File: src/rtl/sega_decrypt_ctrl_if.sv
// Bus bundle for the Sega opcode/data decryption controller.
// Groups the CPU read port, the ROM read port, the decode-table port and the
// decrypt configuration. The environment (CPU, ROM, table, config) uses the
// master modport, and the controller uses the slave modport.
//
// Handshakes:
//   CPU side : cpu_req is sampled only while the controller is idle. It is
//              not a level-held request, and a request raised while busy is
//              dropped. cpu_ack is a one-cycle completion pulse. cpu_data is
//              valid with it and stays held until the next completion.
//   ROM side : rom_req/rom_addr stay stable until the ROM returns rom_ack=1
//              with rom_data valid in that same cycle. There is no bound on
//              the ROM latency.
//   Table    : registered lookup. tbl_data is valid one cycle after tbl_addr.
interface sega_decrypt_ctrl_if #(
  parameter int AW  = 15,
  parameter int TSW = 2
);
  logic           cpu_req;
  logic           cpu_m1;
  logic [AW-1:0]  cpu_addr;
  logic [7:0]     cpu_data;
  logic           cpu_ack;
  logic           enc_enable;
  logic [TSW-1:0] enc_sel;
  logic           rom_req;
  logic [AW-1:0]  rom_addr;
  logic           rom_ack;
  logic [7:0]     rom_data;
  logic [6:0]     tbl_addr;
  logic [TSW-1:0] tbl_sel;
  logic [7:0]     tbl_data;

  modport master (
    output cpu_req, cpu_m1, cpu_addr, enc_enable, enc_sel,
    output rom_ack, rom_data, tbl_data,
    input  cpu_data, cpu_ack, rom_req, rom_addr, tbl_addr, tbl_sel
  );

  modport slave (
    input  cpu_req, cpu_m1, cpu_addr, enc_enable, enc_sel,
    input  rom_ack, rom_data, tbl_data,
    output cpu_data, cpu_ack, rom_req, rom_addr, tbl_addr, tbl_sel
  );
endinterface

File: src/rtl/sega_decrypt_ctrl.sv
// Sega-style ROM decryption controller.
// A CPU read fetches one byte from ROM. The controller forms a decode-table
// index from the address, the opcode/data flag and two ROM-byte parities. It
// then merges the registered table output with the untouched ROM bits and
// returns the result with a one-cycle ack.
// Optional feature macro: SEGA_DECRYPT_CACHE_EN adds a one-entry result cache
// (HIT state) that answers a repeated {m1, addr} read without a ROM access.
// dbg_state exposes the FSM state for checkers.
module sega_decrypt_ctrl #(
  parameter int AW  = 15,
  parameter int TSW = 2
) (
  input  logic                 clk,
  input  logic                 reset_n,
  sega_decrypt_ctrl_if.slave   bus,
  output logic [2:0]           dbg_state
);

  typedef enum logic [2:0] {
    S_IDLE   = 3'd0,
    S_FETCH  = 3'd1,
    S_LOOKUP = 3'd2,
`ifdef SEGA_DECRYPT_CACHE_EN
    S_TBL    = 3'd3,
    S_HIT    = 3'd4
`else
    S_TBL    = 3'd3
`endif
  } state_t;

  state_t      state;
  state_t      state_nxt;

  // Latched request attributes. rom_addr doubles as the latched CPU address.
  logic        m1_q;
  logic [7:0]  rom_byte_q;

  logic [6:0]  tbl_idx_nxt;
  logic [7:0]  flip_mask;
  logic [7:0]  result;

  // The table is a plain pass-through of the select, and the ROM strobe is
  // decoded straight from state, so reset drops it immediately.
  assign bus.tbl_sel = bus.enc_sel;
  assign bus.rom_req = (state == S_FETCH);
  assign dbg_state   = state;

  // Table index. It is formed from the incoming ROM byte so that the
  // registered index is valid during LOOKUP. AW is at least 13, so address
  // bit 12 always exists and higher bits never take part.
  always_comb begin
    tbl_idx_nxt = {bus.rom_addr[12], bus.rom_addr[8], bus.rom_addr[4],
                   bus.rom_addr[0], ~m1_q,
                   bus.rom_data[5] ^ bus.rom_data[7],
                   bus.rom_data[3] ^ bus.rom_data[7]};
  end

  // Decrypted byte. Bits 0,1,2,4,6 come through from ROM, and the others come
  // from the table, with ROM bit 7 inverting table bits 3, 5 and 7.
  always_comb begin
    flip_mask = {rom_byte_q[7], 1'b0, rom_byte_q[7], 1'b0, rom_byte_q[7], 3'b000};
    if (bus.enc_enable) begin
      result = (rom_byte_q & 8'h57) | (bus.tbl_data ^ flip_mask);
    end else begin
      result = rom_byte_q;
    end
  end

`ifdef SEGA_DECRYPT_CACHE_EN
  logic           cache_vld;
  logic [AW:0]    cache_tag;
  logic [7:0]     cache_byte;
  logic           prev_en;
  logic [TSW-1:0] prev_sel;
  logic           cfg_chg;
  logic           hit;

  // A config change in this cycle makes any cached byte stale, including for
  // a lookup made in the same cycle.
  assign cfg_chg = (bus.enc_enable != prev_en) || (bus.enc_sel != prev_sel);
  assign hit     = cache_vld && !cfg_chg && (cache_tag == {bus.cpu_m1, bus.cpu_addr});

  // Cache entry: filled when a full lookup completes, dropped on config change.
  always_ff @(posedge clk or negedge reset_n) begin
    if (!reset_n) begin
      cache_vld  <= 1'b0;
      cache_tag  <= '0;
      cache_byte <= 8'h00;
      prev_en    <= 1'b0;
      prev_sel   <= '0;
    end else begin
      prev_en  <= bus.enc_enable;
      prev_sel <= bus.enc_sel;
      if (cfg_chg) begin
        cache_vld <= 1'b0;
      end else if (state == S_TBL) begin
        cache_vld  <= 1'b1;
        cache_tag  <= {m1_q, bus.rom_addr};
        cache_byte <= result;
      end
    end
  end
`endif

  // State register.
  always_ff @(posedge clk or negedge reset_n) begin
    if (!reset_n) begin
      state <= S_IDLE;
    end else begin
      state <= state_nxt;
    end
  end

  // Next-state logic. Requests outside IDLE are simply not looked at.
  always_comb begin
    state_nxt = state;
    case (state)
      S_IDLE: begin
        if (bus.cpu_req) begin
`ifdef SEGA_DECRYPT_CACHE_EN
          state_nxt = hit ? S_HIT : S_FETCH;
`else
          state_nxt = S_FETCH;
`endif
        end
      end
      S_FETCH: begin
        if (bus.rom_ack) begin
          state_nxt = S_LOOKUP;
        end
      end
      S_LOOKUP: state_nxt = S_TBL;
      S_TBL:    state_nxt = S_IDLE;
`ifdef SEGA_DECRYPT_CACHE_EN
      S_HIT:    state_nxt = S_IDLE;
`endif
      default:  state_nxt = S_IDLE;
    endcase
  end

  // Datapath: latch the request and the ROM byte, register the table index,
  // and produce the result with its ack pulse.
  always_ff @(posedge clk or negedge reset_n) begin
    if (!reset_n) begin
      bus.rom_addr <= '0;
      m1_q         <= 1'b0;
      rom_byte_q   <= 8'h00;
      bus.tbl_addr <= 7'h00;
      bus.cpu_data <= 8'h00;
      bus.cpu_ack  <= 1'b0;
    end else begin
      bus.cpu_ack <= 1'b0;
      case (state)
        S_IDLE: begin
          if (bus.cpu_req) begin
            bus.rom_addr <= bus.cpu_addr;
            m1_q         <= bus.cpu_m1;
          end
        end
        S_FETCH: begin
          if (bus.rom_ack) begin
            rom_byte_q   <= bus.rom_data;
            bus.tbl_addr <= tbl_idx_nxt;
          end
        end
        S_TBL: begin
          bus.cpu_data <= result;
          bus.cpu_ack  <= 1'b1;
        end
`ifdef SEGA_DECRYPT_CACHE_EN
        S_HIT: begin
          bus.cpu_data <= cache_byte;
          bus.cpu_ack  <= 1'b1;
        end
`endif
        default: ;
      endcase
    end
  end

endmodule

File: src/flat_wrapper.sv
// flat-port wrapper written by rule: the top's interface ports become plain ports
module sega_decrypt_ctrl_flat 
#(
  parameter int AW  = 15,
  parameter int TSW = 2
)
  (clk, reset_n, dbg_state, bus_cpu_req, bus_cpu_m1, bus_cpu_addr, bus_enc_enable, bus_enc_sel, bus_rom_ack, bus_rom_data, bus_tbl_data, bus_cpu_data, bus_cpu_ack, bus_rom_req, bus_rom_addr, bus_tbl_addr, bus_tbl_sel);
  sega_decrypt_ctrl_if #(.AW(AW), .TSW(TSW)) bus_i ();
  input  logic clk;
  input  logic reset_n;
  output logic [2:0] dbg_state;
  input wire logic [$bits(bus_i.cpu_req)-1:0] bus_cpu_req;
  input wire logic [$bits(bus_i.cpu_m1)-1:0] bus_cpu_m1;
  input wire logic [$bits(bus_i.cpu_addr)-1:0] bus_cpu_addr;
  input wire logic [$bits(bus_i.enc_enable)-1:0] bus_enc_enable;
  input wire logic [$bits(bus_i.enc_sel)-1:0] bus_enc_sel;
  input wire logic [$bits(bus_i.rom_ack)-1:0] bus_rom_ack;
  input wire logic [$bits(bus_i.rom_data)-1:0] bus_rom_data;
  input wire logic [$bits(bus_i.tbl_data)-1:0] bus_tbl_data;
  output wire logic [$bits(bus_i.cpu_data)-1:0] bus_cpu_data;
  output wire logic [$bits(bus_i.cpu_ack)-1:0] bus_cpu_ack;
  output wire logic [$bits(bus_i.rom_req)-1:0] bus_rom_req;
  output wire logic [$bits(bus_i.rom_addr)-1:0] bus_rom_addr;
  output wire logic [$bits(bus_i.tbl_addr)-1:0] bus_tbl_addr;
  output wire logic [$bits(bus_i.tbl_sel)-1:0] bus_tbl_sel;
  assign bus_i.cpu_req = bus_cpu_req;
  assign bus_i.cpu_m1 = bus_cpu_m1;
  assign bus_i.cpu_addr = bus_cpu_addr;
  assign bus_i.enc_enable = bus_enc_enable;
  assign bus_i.enc_sel = bus_enc_sel;
  assign bus_i.rom_ack = bus_rom_ack;
  assign bus_i.rom_data = bus_rom_data;
  assign bus_i.tbl_data = bus_tbl_data;
  assign bus_cpu_data = bus_i.cpu_data;
  assign bus_cpu_ack = bus_i.cpu_ack;
  assign bus_rom_req = bus_i.rom_req;
  assign bus_rom_addr = bus_i.rom_addr;
  assign bus_tbl_addr = bus_i.tbl_addr;
  assign bus_tbl_sel = bus_i.tbl_sel;
  sega_decrypt_ctrl #(.AW(AW), .TSW(TSW)) u_core (.clk(clk), .reset_n(reset_n), .bus(bus_i), .dbg_state(dbg_state));
endmodule
File: config.mk
export PLATFORM = sky130hd
export DESIGN_NAME = sega_decrypt_ctrl_flat
export DESIGN_NICKNAME = d
export VERILOG_FILES = /design/src/rtl/sega_decrypt_ctrl_if.sv /design/src/rtl/sega_decrypt_ctrl.sv /design/src/flat_wrapper.sv
export SDC_FILE = /design/constraint.sdc
export NUM_CORES = 1
export LEC_CHECK = 0
export ABC_AREA = 1
export CAP_MARGIN = 30
export CORE_MARGIN = 4
export CORE_UTILIZATION = 35
export CTS_CLUSTER_SIZE = 24
export DETAILED_ROUTE_END_ITERATION = 10
export PLACE_DENSITY_LB_ADDON = 0.15
export SYNTH_ARGS = -nofsm -noshare
export SYNTH_HDL_FRONTEND = slang
export SYNTH_SLANG_ARGS = --single-unit
export TNS_END_PERCENT = 10
File: constraint.sdc
create_clock -name clk -period 3 [get_ports clk]
set_input_delay 0.3 -clock clk [delete_from_list [all_inputs] [get_ports clk]]
set_output_delay 0.3 -clock clk [all_outputs]
set_load 0.01 [all_outputs]
==> qor.csv, run 1 <==
metric;value;unit
syn_nets;252;
drive_above_1_share;4.412;%
power_density;965.1;nW/µm²
multiInputGateArea;621.8;µm²
slew_headroom;61.54;%
grt_use_total;13.86;%
grt_max_degree;43;
die_x;80.81;µm
clk_latency;280;ps
switching_power;0.8820;mW
cts_setup_buffers;0;
initial_core_util;36.33;%
rows;26;
ff2ff_setup_slack;1350;ps
yosys_warnings;0;
hold_path.class;in2async;
htreeDepth;2;
critical_path_arrival;1600;ps
gp_congestion;0.6854;
slew_viol_final;0;
max_stage_delay;560;ps
port_buffers;70;
ant_nets;0;
seqCellArea;1051;µm²
fp.coreArea;5107;µm²
fin_crit_sh;63.36;%
fillCellCount;501;
final_cells;342;
cts_tree;yes;
slowest_stage;clkdlybuf4s50_1;
whs;-21.01;ps
cp_top_family;buffers and inverters;
wl;4.107;mm
grt_pass1_vias;1588;
num-nets-final;314;
path_buf_inv;2;
synth_top_area_share;56.64;%
vias;1528;
power.leakage;1.297;nW
pwr-share-comb;44.5;%
end_kind;primary output;
clockBufferDepth;2;
finClkSkew;5.589;ps
status;complete, but fails checks;
syn_avg_cell_area;8.878;µm²
ios;76;
timing.rr.start;u_core.dbg_state[0];
tightest_slew;576.9;ps
cp-start-kind;register;
drv_cap;0;
grt_pass1_wl;7.086;mm
p_seq_share;38.7;%
cts_buffers;5;
path_cells;inv_1 > ha_1 > clkdlybuf4s50_1;
p_int;1.678;mW
synth_area_leader_cell;dfrtp_1;
clock-root-buffer;clkbuf_8;
layout_common_cells;nand2_1, clkdlybuf4s50_1, dfrtp_1;
ys_seq_elements;42;
r2r_cells;5;
critPathRequiredTime;2700;ps
syn_to_final_growth;42.95;%
first_pass_iters;4;
drtIter0Drc;49;
dp.final_hpwl;2.989;mm
peakVddDrop;0.3924;mV
critical_path_class;reg2out;
syn_area;1856;µm²
reg2reg_to;u_core.bus.rom_addr[4];
drc;0;
synth_cells;209;
rsz0062_at_grt;false;
path_clk_slew;80;ps
n_antenna_cell;0;
switching_share;34.45;%
pwr-share-clk;16.8;%
die_h;80.81;µm
layout_commonest_cell;nand2_1;
routed_via_density;4.468;
violations;hold timing;
hold_viol;20;
die_area;6530;µm²
cts.hold.buffers_added;0;
cts_resized;0;
cts.sink_count;42;
ys_top_cells_by_area;dfrtp_1, nand2_1, nand3_1;
grt.overflow.total;0;
crit_fanout;5;
antenna_found_initial;0;
ys_seq_area_share;56.64;%
synth.distinct_cells;16;
place_inst;333;
setup_violations;0;
clock.fmax;526.1;MHz
wire_per_inst;12.01;µm
setup_tns;0;ps
power;2.560;mW
min_period;1901;ps
[worst max path at each step]
stage,from,end,slack [ps],cells after the start
6_report,u_core.dbg_state[1],bus_rom_req,1100,3
5_1_grt,u_core.dbg_state[1],bus_rom_req,1000,3
4_1_cts,u_core.dbg_state[1],bus_rom_req,1070,3
3_5_place_dp,bus_cpu_req,u_core.bus.rom_addr[4],1280,4
3_3_place_gp,bus_cpu_req,u_core.bus.rom_addr[12],1320,4
2_1_floorplan,u_core.dbg_state[1],u_core.bus.tbl_addr[0],1740,7
[kinds of logic after synthesis]
| group | share of synthesized area, % |
|---|---|
| AND/OR/NAND/NOR | 23.47 |
| adder cells (fa/ha/maj) | 2.697 |
| XOR/XNOR | 0.9442 |
| other | 0.2021 |
| buffers and inverters | 9.845 |
| AO/OA/AOI/OAI | 6.204 |
| flip-flops | 56.64 |
[synth_stat cells, drive strengths merged]
cell and number:
dfrtp 42, buf 16, nand2 84, xor2 2, nor2 4, o21ai 13
ha 4, nand3 18, inv 15, a21oi 10, conb 1
[registers in the layout, summed over array words and instances (netlist names)]
signal,count
u_core.bus.cpu_ack,1
u_core.bus.cpu_data,8
u_core.bus.rom_addr,15
u_core.bus.tbl_addr,7
u_core.dbg_state,2
u_core.m1_q,1
u_core.rom_byte_q,8
[metal layers]
| layer | GRT usage (%) | up-vias | wire, µm |
|---|---|---|---|
| li1 | - | 769 | - |
| met1 | 15.53 | 705 | 1698 |
| met2 | 24.30 | 52 | 1987 |
| met3 | 5.765 | 2 | 405 |
| met4 | 3.547 | 0 | 15 |
| met5 | 0 | - | 0 |
[power by group through the flow]
stage	Combinational (mW)	Clock [mW]	Sequential, mW
2_1_floorplan	0.544	0	1.07
3_3_place_gp	1.13	0	0.996
3_5_place_dp	1.16	0	1.00
4_1_cts	1.16	0.452	0.995
5_1_grt	1.29	0.477	1.03
6_report	1.14	0.431	0.991
[final cells by class]
type | instances | area share [%]
clock buffers | 6 | 2.736
clock inverters | 2 | 1.415
inverters | 15 | 2.217
multi-input cells | 136 | 23.44
flip-flops and latches | 42 | 39.62
well taps | 70 | 3.302
repair buffers | 71 | 27.26
[through the flow]
step	hold slack, ps	setup slack (ps)	utilization (%)	area (µm²)
finish	-21.01	1099	51.94	2653
global route	2.415	999.3	51.94	2653
global placement	453.3	1317	49.24	2515
CTS	177.6	1066	51.40	2625
floorplan	4.409	1742	-	1856
detailed placement	458.7	1276	49.24	2515
[worst register-to-register path, stage by stage, from the launching register on]
cell and delay, ps:
dfrtp_1 440, inv_1 100, ha_1 530, nand2_4 250, nor2_1 160, a21oi_1 50
Power figures use the tool's default switching activity.
==> run 2, diff against run 1 <==
Clock period 3 ns to 1.9 ns, I/O delays scaled along.
==> qor.csv, run 2 (same netlist as run 1, synthesis figures left out) <==
metric;value;unit
status;complete, but fails checks;
violations;hold timing;
wl;3.940;mm
power.leakage;1.291;nW
critical_path_arrival;1590;ps
top_usage_layer;met2;
first_pass_iters;4;
grt_use_total;13.62;%
seqCellArea;1051;µm²
multiInputGateArea;621.8;µm²
regMostFlops;u_core.bus.rom_addr;
path_cells;inv_1 > ha_1 > clkdlybuf4s50_1;
initial_core_util;36.33;%
drc;0;
syn_to_final_growth;41.27;%
cp_top_family;buffers and inverters;
end_kind;primary output;
htreeDepth;2;
crit_fanout;5;
hold_viol;32;
place_inst;337;
cp-start-kind;register;
whs;-25.65;ps
die_h;80.81;µm
grt_pass1_vias;1557;
fp.coreArea;5107;µm²
cts_buffers;5;
cts_tree;yes;
power_density;1483;nW/µm²
clockBufferDepth;2;
critPathRequiredTime;1710;ps
final_cells;344;
cts.hold.buffers_added;0;
ant_nets;0;
slew_viol_final;0;
power;3.886;mW
grt_pass1_wl;6.886;mm
path_buf_inv;2;
grtUsageMet2;22.33;%
final_area;2621;µm²
port_buffers;70;
setup_tns;0;ps
routed_via_density;4.346;
num-nets-final;317;
n_antenna_cell;0;
fillCellCount;502;
drive_above_1_share;4.745;%
clk_latency;280;ps
dp.final_hpwl;2.976;mm
min_period;1783;ps
top_regs;u_core.bus.rom_addr x15, u_core.bus.cpu_data x8, u_core.rom_byte_q x8;
grt.overflow.total;0;
antenna_found_initial;0;
rows;26;
tightest_slew;745.4;ps
fin_crit_sh;93.87;%
hold_path.class;in2async;
clock.fmax;560.7;MHz
cts.sink_count;42;
slowest_stage;clkdlybuf4s50_1;
critical_path_class;reg2out;
largest_register_ff_count;15;
grt_max_degree;35;
wire_per_inst;11.45;µm
drv_cap;0;
layout_common_cells;nand2_1, clkdlybuf4s50_1, dfrtp_1;
gp_congestion;0.6777;
max_stage_delay;570;ps
finClkSkew;3.334;ps
slew_headroom;50.31;%
drtIter0Drc;78;
setup_violations;0;
vias;1495;
path_clk_slew;70;ps
place_area;2545;µm²
use_met1;15.99;%
die_area;6530;µm²
cts_setup_buffers;0;
ios;76;
peakVddDrop;0.5772;mV
layout_commonest_cell;nand2_1;
die_x;80.81;µm
cts_resized;0;
clock-root-buffer;clkbuf_8;
use_met3;6.541;%
rsz0062_at_grt;false;
-- run 2: worst paths after layout --
check	to	cells past startpoint	slack [ps]	start
max	bus_rom_req	3	120	u_core.dbg_state[1]
min	u_core.bus.cpu_ack	1	-30	reset_n
max reg2reg	u_core.bus.cpu_data[5]	5	590	u_core.dbg_state[0]
min reg2reg	u_core.bus.tbl_addr[2]	1	470	u_core.m1_q
max in group asynchronous	u_core.dbg_state[1]	2	1350	reset_n
min in group clk	bus_tbl_sel[1]	0	380	bus_enc_sel[1]
-- run 2: worst register-to-register path: stages, from the launching register on --
cell	delay (ps)
dfrtp_1	430
ha_1	260
inv_1	320
a21oi_1	80
nand2_1	80
nand2_1	40
-- run 2: final cells by class --
cell class	instances	area share, %
clock buffer	7	2.912
inverter	15	2.243
multi-input combinational	136	23.72
sequential	42	40.10
tap	70	3.341
timing repair buffer	74	27.69
-- run 2: metal layers --
metal / up-vias / wire length [µm]
met5: - / 0
met4: 0 / 15
met3: 2 / 420
met2: 53 / 1803
met1: 667 / 1699
li1: 773 / -
-- run 2: where the power goes --
part | switching [mW] | internal (mW)
sequential | 0.234 | 1.32
combinational | 0.863 | 0.947
clock | 0.266 | 0.253
-- run 2: through the flow --
step / util [%] / worst slack [ps]
after floorplan: - / 641.9
after global placement: 49.83 / 440.2
after detailed placement: 49.83 / 412.2
after CTS: 51.32 / 90.08
after global routing: 51.32 / 24.42
final: 51.32 / 116.5
